$ cat src/rtl/uart_rx_receiver_pkg.sv
// Shared UART definitions: default baud divisor and receiver FSM encodings.
// The transmitter on the same board uses the same constants.
package uart_rx_receiver_pkg;

    localparam int unsigned UART_CLKS_PER_BIT_9600 = 1250;

    localparam logic [2:0] ST_IDLE  = 3'd0;
    localparam logic [2:0] ST_START = 3'd1;
    localparam logic [2:0] ST_DATA  = 3'd2;
    localparam logic [2:0] ST_STOP  = 3'd3;
    localparam logic [2:0] ST_BREAK = 3'd4;

endpackage

$ cat src/rtl/uart_rx_receiver_if.sv
// Consumer-side bundle of the UART receiver: byte holding register handshake plus status pulses.
interface uart_rx_receiver_if;

    logic [7:0] rx_data;
    logic       rx_valid;
    logic       rx_ready;
    logic       rx_frame_err;
    logic       rx_overrun;
    logic       rx_busy;

    modport master (
        output rx_data,
        output rx_valid,
        input  rx_ready,
        output rx_frame_err,
        output rx_overrun,
        output rx_busy
    );

    modport slave (
        input  rx_data,
        input  rx_valid,
        output rx_ready,
        input  rx_frame_err,
        input  rx_overrun,
        input  rx_busy
    );

endinterface

$ cat src/rtl/uart_rx_receiver_sync_ff.sv
// Multi-flop synchroniser for the asynchronous serial line; resets to the idle (high) level.
module uart_rx_receiver_sync_ff #(
    parameter int unsigned SYNC_STAGES = 2
) (
    input  logic clk_12mhz,
    input  logic reset,
    input  logic d,
    output logic q
);

    logic [SYNC_STAGES-1:0] sync_q;
    logic [SYNC_STAGES-1:0] sync_d;

    always_comb begin
        sync_d = {sync_q[SYNC_STAGES-2:0], d};
    end

    always_ff @(posedge clk_12mhz) begin
        if (reset) begin
            sync_q <= '1;
        end else begin
            sync_q <= sync_d;
        end
    end

    assign q = sync_q[SYNC_STAGES-1];

endmodule

$ cat src/rtl/uart_rx_receiver.sv
// 8N1 UART receiver: mid-bit sampling FSM with a valid/ready holding register and
// framing-error / overrun pulses.
module uart_rx_receiver
    import uart_rx_receiver_pkg::*;
#(
    parameter int unsigned CLKS_PER_BIT = UART_CLKS_PER_BIT_9600,
    parameter int unsigned SYNC_STAGES  = 2
) (
    input  logic                  clk_12mhz,
    input  logic                  reset,
    input  logic                  uart_rx,
    uart_rx_receiver_if.master    rx_if
);

    localparam int unsigned BW = $clog2(CLKS_PER_BIT);
    localparam logic [BW-1:0] BAUD_LAST = BW'(CLKS_PER_BIT - 1);
    localparam logic [BW-1:0] HALF_LAST = BW'(CLKS_PER_BIT / 2 - 1);

    logic rxs;

    logic [2:0]    state_q, state_d;
    logic [BW-1:0] baud_cnt_q, baud_cnt_d;
    logic [2:0]    bit_cnt_q, bit_cnt_d;
    logic [7:0]    shreg_q, shreg_d;
    logic [7:0]    data_q, data_d;
    logic          valid_q, valid_d;
    logic          frame_err_q, frame_err_d;
    logic          overrun_q, overrun_d;

    uart_rx_receiver_sync_ff #(
        .SYNC_STAGES (SYNC_STAGES)
    ) u_sync (
        .clk_12mhz (clk_12mhz),
        .reset     (reset),
        .d         (uart_rx),
        .q         (rxs)
    );

    always_comb begin
        state_d     = state_q;
        baud_cnt_d  = baud_cnt_q;
        bit_cnt_d   = bit_cnt_q;
        shreg_d     = shreg_q;
        data_d      = data_q;
        valid_d     = valid_q & ~rx_if.rx_ready;
        frame_err_d = 1'b0;
        overrun_d   = 1'b0;

        case (state_q)
            ST_IDLE: begin
                if (!rxs) begin
                    state_d    = ST_START;
                    baud_cnt_d = '0;
                end
            end
            ST_START: begin
                if (baud_cnt_q == HALF_LAST) begin
                    baud_cnt_d = '0;
                    bit_cnt_d  = 3'd0;
                    state_d    = rxs ? ST_IDLE : ST_DATA;
                end else begin
                    baud_cnt_d = baud_cnt_q + 1'b1;
                end
            end
            ST_DATA: begin
                if (baud_cnt_q == BAUD_LAST) begin
                    shreg_d[bit_cnt_q] = rxs;
                    baud_cnt_d         = '0;
                    if (bit_cnt_q == 3'd7) begin
                        state_d = ST_STOP;
                    end else begin
                        bit_cnt_d = bit_cnt_q + 3'd1;
                    end
                end else begin
                    baud_cnt_d = baud_cnt_q + 1'b1;
                end
            end
            ST_STOP: begin
                if (baud_cnt_q == BAUD_LAST) begin
                    baud_cnt_d = '0;
                    if (rxs) begin
                        // A load in the same cycle as an acceptance wins and keeps valid high.
                        if (!valid_q || rx_if.rx_ready) begin
                            data_d  = shreg_q;
                            valid_d = 1'b1;
                        end else begin
                            overrun_d = 1'b1;
                        end
                        state_d = ST_IDLE;
                    end else begin
                        frame_err_d = 1'b1;
                        state_d     = ST_BREAK;
                    end
                end else begin
                    baud_cnt_d = baud_cnt_q + 1'b1;
                end
            end
            ST_BREAK: begin
                if (rxs) begin
                    state_d = ST_IDLE;
                end
            end
            default: begin
                state_d = ST_IDLE;
            end
        endcase
    end

    always_ff @(posedge clk_12mhz) begin
        if (reset) begin
            state_q     <= ST_IDLE;
            baud_cnt_q  <= '0;
            bit_cnt_q   <= 3'd0;
            shreg_q     <= 8'h00;
            data_q      <= 8'h00;
            valid_q     <= 1'b0;
            frame_err_q <= 1'b0;
            overrun_q   <= 1'b0;
        end else begin
            state_q     <= state_d;
            baud_cnt_q  <= baud_cnt_d;
            bit_cnt_q   <= bit_cnt_d;
            shreg_q     <= shreg_d;
            data_q      <= data_d;
            valid_q     <= valid_d;
            frame_err_q <= frame_err_d;
            overrun_q   <= overrun_d;
        end
    end

    assign rx_if.rx_data      = data_q;
    assign rx_if.rx_valid     = valid_q;
    assign rx_if.rx_frame_err = frame_err_q;
    assign rx_if.rx_overrun   = overrun_q;
    assign rx_if.rx_busy      = (state_q != ST_IDLE);

endmodule

$ cat src/flat_wrapper.sv
// flat-port wrapper written by rule: the top's interface ports become plain ports
module uart_rx_receiver_flat import uart_rx_receiver_pkg::*;
#(
    parameter int unsigned CLKS_PER_BIT = UART_CLKS_PER_BIT_9600,
    parameter int unsigned SYNC_STAGES  = 2
)
  (clk_12mhz, reset, uart_rx, rx_if_rx_data, rx_if_rx_valid, rx_if_rx_ready, rx_if_rx_frame_err, rx_if_rx_overrun, rx_if_rx_busy);
  uart_rx_receiver_if rx_if_i ();
  input  logic clk_12mhz;
  input  logic reset;
  input  logic uart_rx;
  output wire logic [$bits(rx_if_i.rx_data)-1:0] rx_if_rx_data;
  output wire logic [$bits(rx_if_i.rx_valid)-1:0] rx_if_rx_valid;
  input wire logic [$bits(rx_if_i.rx_ready)-1:0] rx_if_rx_ready;
  output wire logic [$bits(rx_if_i.rx_frame_err)-1:0] rx_if_rx_frame_err;
  output wire logic [$bits(rx_if_i.rx_overrun)-1:0] rx_if_rx_overrun;
  output wire logic [$bits(rx_if_i.rx_busy)-1:0] rx_if_rx_busy;
  assign rx_if_rx_data = rx_if_i.rx_data;
  assign rx_if_rx_valid = rx_if_i.rx_valid;
  assign rx_if_i.rx_ready = rx_if_rx_ready;
  assign rx_if_rx_frame_err = rx_if_i.rx_frame_err;
  assign rx_if_rx_overrun = rx_if_i.rx_overrun;
  assign rx_if_rx_busy = rx_if_i.rx_busy;
  uart_rx_receiver #(.CLKS_PER_BIT(CLKS_PER_BIT), .SYNC_STAGES(SYNC_STAGES)) u_core (.clk_12mhz(clk_12mhz), .reset(reset), .uart_rx(uart_rx), .rx_if(rx_if_i));
endmodule
$ cat config.mk
export PLATFORM = sky130hd
export DESIGN_NAME = uart_rx_receiver_flat
export DESIGN_NICKNAME = d
export VERILOG_FILES = /design/src/rtl/uart_rx_receiver_pkg.sv /design/src/rtl/uart_rx_receiver_if.sv /design/src/rtl/uart_rx_receiver_sync_ff.sv /design/src/rtl/uart_rx_receiver.sv /design/src/flat_wrapper.sv
export SDC_FILE = /design/constraint.sdc
export NUM_CORES = 1
export LEC_CHECK = 0
export BUFFER_PORTS_ARGS = -buffer_cell sky130_fd_sc_hd__buf_2
export CORE_AREA = 2 2 64 66
export DETAILED_ROUTE_END_ITERATION = 8
export DIE_AREA = 0 0 66 68
export PLACE_DENSITY = 0.67
export SYNTH_ARGS = -nofsm -noshare
export SYNTH_HDL_FRONTEND = slang
export SYNTH_SLANG_ARGS = --single-unit
$ cat constraint.sdc
create_clock -name clk_12mhz -period 2.99 [get_ports clk_12mhz]
set_input_delay 0.299 -clock clk_12mhz [delete_from_list [all_inputs] [get_ports clk_12mhz]]
set_output_delay 0.299 -clock clk_12mhz [all_outputs]
set_load 0.05 [all_outputs]
==> results.txt <==
----------------------------------------------------
[Outcome]
  Run status ... completed

[Routing]
  Post-detailed-route wirelength per cell ... 12.9 um
  Routed Antenna Nets ... 0
  Avg Vias per Cell ... 5.47
  DRC violations left ... 0
  Vias after detailed routing ... 1456
  Initial DRC count ... 120
  Count of TritonRoute iterations in the first routing pass ... 4
  Overall routed net length ... 3.42 mm

[CTS]
  Clock Tree Buf Depth ... 2
  Number of buffers created by CTS ... 5
  Setup repair bufs after CTS ... 0
  Count of hold-fix buffers inserted at cts ... 0
  Buffer type at the clock tree root ... clkbuf_8
  Post-cts sizing count ... 0
  Clock net sink count ... 38
  TritonCTS clock tree ... yes
  Insertion delay of the later-clocked pin in the worst-skew pair ... 290 ps
  Clk slew on worst S/H paths ... 70 ps
  CTS HTree Levels ... 2

[STA]
  Post-route clock skew ... 8.90 ps
  Setup repair after global routing missed its margin ... false
  Tmin final ... 2020 ps
  Setup tns final ... 0 ps
  Timing-limited maximum frequency ... 0.494 GHz
  Final hold violations ... 0
  Slew @ Worst Pin ... 591 ps
  Slew headroom ... 60.6%
  Count of endpoints failing setup in the final report ... 0
  Final worst-path cycle share ... 67.7%
  Count of final max-slew check failures ... 0

[Cells and area]
  Layout cells sized above 1 ... 14.4%
  # fillers ... 385
  Leading cell type in the layout, fill and taps excluded ... dfxtp_1
  Number of nets in the finished design ... 224
  Final Cell Area ... 2020 um2
  Area grow syn2layout ... 10.0%
  Most used cells in the layout excluding fill and tap cells ... dfxtp_1 (38), nor2_1 (28), mux2i_1 (16), buf_2 (15), a21oi_1 (14)
  Final design utilization ... 52.3%
  Antenna cells ... 0

[Synthesis]
  Largest area contributor in the netlist ... dfxtp_1
  Biggest area contributors in the synthesized netlist ... dfxtp_1 (42%), mux2i_1 (8.7%), nor2_1 (5.7%), a21oi_1 (3.8%), nand3_1 (3.6%)
  EDFF count, synth ... 0
  Synth Warn # ... 0
  Dominant synthesized flop cell ... dfxtp_1
  Library cells used by synthesis ... 44
  Sequential-to-total area share from yosys stat ... 41.5%
  Net count after synthesis ... 216
  Mapped Area ... 1830 um2
  Mean instance size in the synthesized netlist ... 8.85 um2
  Share of flip-flops with an asynchronous set or reset after synthesis ... 0%
  Area share of the leading cell type in the synthesized netlist ... 41.5%
  Post-synthesis cell count ... 207
  Synthesis-stage register bit count ... 38

[Run]
  Maximum capacitance violations ... 0

[Pwr]
  Static leakage ... 0.814 nW
  Peak supply drop ... 0.316 mV
  Cell area power density ... 507 nW/um2

[Die]
  Io pins ... 16
  Placeable core area ... 3860 um2
  Chip Width ... 66 um
  Die Outline Area ... 4490 um2
  Die Height ... 68 um
  Initial Utilization ... 47.5%
  Number of cell rows ... 23

[Place]
  RePlAce Congestion ... 0.842
  HPWL Detailed ... 2.34 mm
  Number of input and output port buffers inserted ... 15
  Post-Place Cell Area ... 1900 um2

[GRT]
  GR Util met3 ... 3.45%
  Number of global-route vias before repair ... 1264
  GRT met2 Usage ... 25.6%
  First-pass GRT wire length ... 5.66 mm
  Leftover overflow at the end of global routing ... 0
  GRT Util Overall ... 16.5%
  Busiest grt layer ... met2
  Global routing met1 resource utilization ... 22.0%
  Maximum number of pins on one net before global-route repair ... 31
  Number of antenna violations at the first check in global routing ... 0

[Critical path]
  Type of element capturing the critical path ... register
  Worst reg2reg path startpoint ... u_core.baud_cnt_q[0]$_SDFFE_PP0P_
  Worst Path Max Fanout ... 10
  Launching element of the worst setup path ... u_core.baud_cnt_q[0]$_SDFFE_PP0P_
  Arr. time, crit path ... 2190 ps
  Startpoint type of the worst setup path ... register
  Worst setup path class ... register to register
  Worst Path Required ... 3150 ps

[Min path]
  Type of the most critical hold path ... input pin to register
  Min-Delay Startpoint ... uart_rx

----------------------------------------------------
-- Yosys cell counts (all sizes together), types with 4 or more instances --
cell	n
a21oi	15
and3	6
buf	4
clkbuf	10
dfxtp	38
ha	5
mux2i	16
nand2	11
nand2b	7
nand3	13
nor2	28
nor3	6
o21ai	5
-- layout make-up --
type	count	area, um2	share of cell area (%)
clock buffers	5	68.8	3.41
clock inverters	3	45.0	2.23
inverters	2	7.51	0.372
multi-input cells	153	996	49.4
flip-flops and latches	38	761	37.7
well taps	50	62.6	3.10
repair buffers	15	75.1	3.72
-- flip-flops by register name, summed over array words and instances, names as in the netlist --
| signal | flops |
|---|---|
| u_core.baud_cnt_q | 11 |
| u_core.rx_if.rx_data | 8 |
| u_core.state_q | 3 |
| u_core.rx_if.rx_frame_err | 1 |
| u_core.rx_if.rx_overrun | 1 |
| u_core.bit_cnt_q | 3 |
| u_core.rx_if.rx_valid | 1 |
| u_core.u_sync.sync_q | 2 |
| u_core.shreg_q | 8 |
-- power breakdown --
part           internal (W)   total, W  switching (W)
sequential         0.000516   0.000533      0.0000171
clock              0.000248   0.000434       0.000186
combinational     0.0000230  0.0000556      0.0000326
total              0.000787    0.00102       0.000235
-- routing by layer --
| metal | part of all wire (%) | wire [um] | vias up |
|---|---|---|---|
| met3 | 3.0 | 101 | 6 |
| met1 | 51 | 1760 | 677 |
| met5 | 0 | 0 | - |
| li1 | - | - | 752 |
| met4 | 1.3 | 44 | 0 |
| met2 | 44 | 1510 | 21 |
-- per-stage QoR --
stage | setup WS [ps] | hold WS, ps | power, W | instances
global placement | 997 | 392 | 0.000597 | 258
detailed placement | 961 | 394 | 0.000601 | 258
finish | 966 | 189 | 0.00102 | 266
global route | 730 | 195 | 0.00106 | 266
floorplan | 1140 | 389 | 0.000585 | 207
CTS | 942 | 187 | 0.00103 | 266
-- final timing paths --
path / to / slack [ps] / depth (start not counted)
min reg2reg: u_core.u_sync.sync_q[1]$_SDFF_PP1_ / 410 / 1
max reg2reg: u_core.shreg_q[5]$_SDFFE_PP0P_ / 970 / 6
max: u_core.shreg_q[5]$_SDFFE_PP0P_ / 970 / 6
min: u_core.u_sync.sync_q[0]$_SDFF_PP1_ / 190 / 2
-- cell families after synthesis --
group / Yosys count / share of synthesized area, %
AND/OR/NAND/NOR: 93 / 27.7
adder cells (fa/ha/maj): 5 / 3.42
AO/OA/AOI/OAI: 36 / 13.0
buffers and inverters: 16 / 4.10
flip-flops: 38 / 41.5
multiplexers: 16 / 8.74
XOR/XNOR: 3 / 1.43
-- worst max-delay path: stages (launching register included) --
cell,delay (ps)
dfxtp_1,430
ha_1,200
and4bb_2,280
nand4_2,250
nor4bb_1,450
mux2i_1,230
nor2_1,50
(Power assumes the default switching activity.)
